<file path="config.mk">
export PLATFORM = sky130hd
export DESIGN_NAME = instr_sequencer
export DESIGN_NICKNAME = d
export VERILOG_FILES = /design/src/rtl/instr_sequencer_pkg.sv /design/src/rtl/instr_sequencer_decode.sv /design/src/rtl/instr_sequencer.sv
export SDC_FILE = /design/constraint.sdc
export NUM_CORES = 1
export LEC_CHECK = 0
export BUFFER_PORTS_ARGS = -buffer_cell sky130_fd_sc_hd__buf_2
export CORE_ASPECT_RATIO = 2
export CORE_MARGIN = 1
export CORE_UTILIZATION = 45
export CTS_CLUSTER_SIZE = 14
export DETAILED_ROUTE_END_ITERATION = 10
export PLACE_DENSITY_LB_ADDON = 0.05
export SYNTH_ARGS = -nofsm -noshare
export SYNTH_HDL_FRONTEND = slang
export SYNTH_HIERARCHICAL = 1
export SYNTH_SLANG_ARGS = --single-unit
</file>
<file path="constraint.sdc">
create_clock -name clk -period 3.59 [get_ports clk]
set_input_delay 0.1795 -clock clk [delete_from_list [all_inputs] [get_ports clk]]
set_output_delay 0.1795 -clock clk [all_outputs]
set_load 0.005 [all_outputs]
</file>
<file path="src/rtl/instr_sequencer_pkg.sv">
// Shared types for the instruction sequencer: opcodes, register/ALU selects,
// the datapath control word and the sequencer state encoding.
package instr_sequencer_pkg;

  localparam int DATA_W = 8;
  localparam int ADDR_W = 9;

  typedef enum logic [3:0] {NOP = 4'd0, LDX = 4'd1, AOP = 4'd2} instructions_e;

  typedef enum logic [2:0] {
    REG_A, REG_B, REG_C, REG_D, REG_E, REG_F, REG_G, REG_H
  } register_sel_e;

  typedef enum logic [3:0] {
    ALUNOP, PASS, ADD, SUB, AND, OR, XOR, NOT
  } alu_op_e;

  typedef enum logic {READ, WRITE} memory_op_e;
  typedef enum logic {ALU, BUS} sel_in_source_e;
  typedef enum logic {CONTROL_ADDRESS, DATA_ADDRESS} address_source_sel_e;

  typedef struct packed {
    logic alu_zero;
    logic alu_carry;
  } alu_flag_t;

  typedef struct packed {
    alu_op_e        alu_op;
    memory_op_e     memory_op;
    register_sel_e  reg1_sel;
    register_sel_e  reg2_sel;
    register_sel_e  in_sel;
    sel_in_source_e sel_in_source;
    logic           reset;
    logic           halt;
    logic           control_unit_load;
    logic           next_instr;
  } control_word_t;

  typedef enum logic [2:0] {RST, FETCH, DECODE, OPER, EXEC, HALT} seq_state_e;

  typedef struct packed {
    logic          pad1;
    register_sel_e reg1;
    logic          pad0;
    register_sel_e reg2;
  } aop_operand_t;

  localparam control_word_t CTRL_DEFAULT = '{
    alu_op: ALUNOP, memory_op: READ, reg1_sel: REG_A, reg2_sel: REG_A,
    in_sel: REG_A, sel_in_source: ALU, reset: 1'b0, halt: 1'b0,
    control_unit_load: 1'b0, next_instr: 1'b0
  };

  // Undefined opcode, or an ALU operation beyond NOT.
  function automatic logic is_illegal(input logic [7:0] ir);
    return (ir[7:4] > 4'(AOP)) ||
           ((ir[7:4] == 4'(AOP)) && (ir[3:0] > 4'(NOT)));
  endfunction

endpackage

</file>
<file path="src/rtl/instr_sequencer_decode.sv">
// Combinational decode: turns the latched instruction bytes and the current
// sequencer state into the datapath control word.
module seq_decode
  import instr_sequencer_pkg::*;
(
  input  logic [7:0]    ir,
  input  logic [7:0]    op,
  input  seq_state_e    state,
  output control_word_t ctrl_word,
  output logic          illegal_op
);

  instructions_e opcode;
  aop_operand_t  operand;
  logic          unused_pad;

  assign opcode     = instructions_e'(ir[7:4]);
  assign operand    = aop_operand_t'(op);
  assign unused_pad = operand.pad1 ^ operand.pad0;
  assign illegal_op = is_illegal(ir);

  always_comb begin
    ctrl_word = CTRL_DEFAULT;
    case (state)
      RST:    ctrl_word.reset = 1'b1;
      DECODE: ctrl_word.next_instr = (opcode == NOP);
      EXEC: begin
        ctrl_word.next_instr = 1'b1;
        if (opcode == LDX) begin
          // Immediate arrives on the datapath bus and is written to dest.
          ctrl_word.sel_in_source     = BUS;
          ctrl_word.in_sel            = register_sel_e'(ir[2:0]);
          ctrl_word.control_unit_load = 1'b1;
        end else if (opcode == AOP) begin
          ctrl_word.alu_op            = alu_op_e'(ir[3:0]);
          ctrl_word.reg1_sel          = operand.reg1;
          ctrl_word.reg2_sel          = operand.reg2;
          ctrl_word.in_sel            = operand.reg1;
          ctrl_word.sel_in_source     = ALU;
          ctrl_word.control_unit_load = 1'b1;
        end
      end
      HALT:    ctrl_word.halt = 1'b1;
      default: ;
    endcase
  end

endmodule

</file>
<file path="src/rtl/instr_sequencer.sv">
// Instruction sequencer: fetches opcode/operand bytes over a req/ack port and
// steps the datapath through decode and execute with one control word per cycle.
module instr_sequencer
  import instr_sequencer_pkg::*;
#(
  parameter int DATA_W = 8
) (
  input  logic                clk,
  input  logic                rst_n,
  input  logic                run,
  input  logic                halt_req,
  input  logic [DATA_W-1:0]   mem_rdata,
  input  logic                mem_ack,
  input  alu_flag_t           alu_flags,
  output logic                mem_req,
  output address_source_sel_e addr_src,
  output logic                pc_inc,
  output control_word_t       ctrl_word,
  output alu_flag_t           flags_q,
  output logic                halted,
  output logic                illegal
);

  seq_state_e        state_reg, state_next;
  logic [DATA_W-1:0] ir_reg, op_reg;
  control_word_t     dec_word;
  logic              illegal_op;

  seq_decode u_decode (
    .ir        (ir_reg[7:0]),
    .op        (op_reg[7:0]),
    .state     (state_reg),
    .ctrl_word (dec_word),
    .illegal_op(illegal_op)
  );

  always_ff @(posedge clk or negedge rst_n) begin
    if (!rst_n) begin
      state_reg <= RST;
      ir_reg    <= '0;
      op_reg    <= '0;
      flags_q   <= '0;
      illegal   <= 1'b0;
    end else begin
      state_reg <= state_next;
      if (state_reg == FETCH && mem_ack) ir_reg <= mem_rdata;
      if (state_reg == OPER && mem_ack)  op_reg <= mem_rdata;
      if (state_reg == EXEC && ir_reg[7:4] == 4'(AOP)) flags_q <= alu_flags;
      if (state_reg == DECODE && illegal_op) illegal <= 1'b1;
    end
  end

  always_comb begin
    state_next = state_reg;
    mem_req    = 1'b0;
    pc_inc     = 1'b0;
    addr_src   = DATA_ADDRESS;
    halted     = 1'b0;
    case (state_reg)
      RST: state_next = FETCH;
      FETCH, OPER: begin
        mem_req  = 1'b1;
        addr_src = CONTROL_ADDRESS;
        if (mem_ack) begin
          pc_inc     = 1'b1;
          state_next = (state_reg == FETCH) ? DECODE : EXEC;
        end
      end
      DECODE: begin
        if (illegal_op)                     state_next = HALT;
        else if (ir_reg[7:4] == 4'(NOP))    state_next = halt_req ? HALT : FETCH;
        else                                state_next = OPER;
      end
      EXEC: state_next = halt_req ? HALT : FETCH;
      HALT: begin
        halted = 1'b1;
        if (run) state_next = FETCH;
      end
      default: state_next = RST;
    endcase
  end

  // The reset strobe only appears in the cycle after rst_n is released.
  always_comb begin
    ctrl_word       = dec_word;
    ctrl_word.reset = dec_word.reset & rst_n;
  end

endmodule

</file>
==> summary.txt <==
Max-Cap Viols - 0
reg2reg start - state_reg[0]
Required @ worst endpoint - 3.41 ns
clock network power share - 0.197
DIE AREA - 2980 sq um
hold_buf cts - 1
RSZ-0062 raised after global routing - false
setup_tns - 0 ns
Hold Vio Cnt, Final - 0
fin nets - 165
first-pass GRT wire length - 3840 microns
hold path depth - 2
Finish-stage setup viols - 0
Iter 0 DRT Violations - 16
ant diodes - 0
GR Overflow Total - 0
area delta synth->final - 17.7%
clock root buffer - clkbuf_8
hold_sp - alu_flags[0]
worst min-delay path endpoint - flags_q[0]
HPWL after detailed placement - 1860 microns
period utilization - 0.613
Mapped Nets - 131
post-cts resize count - 0
Die Wd - 39.1 microns
fillers - 241
most frequent cells in the layout - 39 x buf_2, 20 x dfrtp_1, 16 x mux2_2, 13 x inv_1, 7 x nor4_1
most common library cell in the layout ignoring fill and taps - buf_2
combinational power share - 0.388
Starting Density - 0.482
CP startpoint kind - flip-flop
synthesized area - 1240 sq um
# Post-CTS Setup Buffers - 0
Post-Route WL - 2400 microns
core area - 2570 sq um
DRC viols - 0
metal3 WL - 110 microns
critical path peak fanout - 16
relative slew slack - 0.580
Sink Count - 20
row count - 26
H-tree levels - 1
Reg power frac - 0.415
status - finished, final reports clean
Vias/cell - 5.42
max-slew violations - 0
max reg flops - 8
uppermost routed layer - met4
pre-CTS setup slack - 1.71 ns
leakage power - 0.000694 uW
peak supply drop - 0.398 mV
Clock Path Buffers - 2
vias post-DR - 960
clk slew on worst S/H paths - 0.07 ns
Final WS setup - 1.39 ns
Mean Syn Cell Area - 10.7 sq um
CTS tree - yes
die height - 76.2 microns
Total GRT Usage - 0.178
Ys Warns - 6
routed length per instance - 13.6 microns
critical path class - reg -> out
Layout Utilization - 0.567
largest net degree at the start of global routing - 22
Period minus WS final - 2.20 ns
Port-buffer cells - 39
layout cells sized above 1 - 0.463
Detailed Routing Iterations Pass 1 - 4
Pwr Density - 773 nW/um^2
Final GP Congestion - 0.670
Final ANT Viol Nets - 0
Net Sw Power - 418 uW
worst reg-to-reg path cell count - 4
initial antenna violation count - 0
Reg2Reg Capture Point - ir_reg[3]
Routed met2 length - 1280 microns
worst slew pin tran - 0.630 ns
Metal-1 WL - 964 microns
R2R Setup Slk - 1.83 ns
cells after synthesis - 116
Critical Path End Type - output port
vias in the first global route - 894
Arr. time, crit path - 2.02 ns
internal power - 709 uW
Max Fclk - 455 MHz
skew final - 0.00170 ns
HP Class - in -> reg
Sw Ratio - 0.371
Boundary Pins - 41
number of buffers created by CTS - 3
clock latency on the worst-skew pair - 0.26 ns
==> cell type report <==
type,instances,area [sq um],share of cell area
flip-flops and latches,20,500,0.343
inverters,13,48.8,0.0335
clock inverters,1,30.0,0.0206
clock buffers,3,41.3,0.0283
multi-input cells,72,597,0.409
repair buffers,40,205,0.141
well taps,28,35.0,0.0240
==> power groups by stage <==
stage	Combinational, uW	Sequential [uW]	Clock, uW
after global placement	434	468	0
after global routing	478	493	236
after CTS	445	469	228
after floorplan	426	408	0
final	437	467	223
after detailed placement	443	474	0
==> through the flow <==
stage                     std cells  cell area (sq um)  total power, uW  hold WS, ns
final                           177               1460             1130        0.154
after floorplan                 116               1240              834       -0.116
after global placement          172               1380              902        0.153
after CTS                       177               1460             1140        0.150
after global routing            177               1460             1210        0.154
after detailed placement        172               1380              917        0.156
==> per-layer routing <==
metal / track usage / up-vias
li1: - / 471
met1: 0.209 / 454
met2: 0.297 / 31
met3: 0.0262 / 4
met4: 0.0828 / 0
met5: 0 / -
==> worst max-delay path, cell delays in order (launching register included) <==
cell and delay [ns]:
dfrtp_1 0.58, or3b_1 0.67, nor4_1 0.35, buf_2 0.17
==> worst max path at each step <==
| stage | to | start | slack (ns) | cells past startpoint |
|---|---|---|---|---|
| global route | ctrl_word[11] | state_reg[2] | 1.30 | 3 |
| finish | ctrl_word[18] | state_reg[2] | 1.39 | 3 |
| CTS | ctrl_word[12] | state_reg[2] | 1.41 | 3 |
| floorplan | ir_reg[0] | state_reg[2] | 2.06 | 6 |
| detailed placement | ctrl_word[12] | state_reg[2] | 1.71 | 3 |
| global placement | ctrl_word[10] | state_reg[2] | 1.74 | 3 |
No activity file was read; power rests on OpenSTA's default activity.
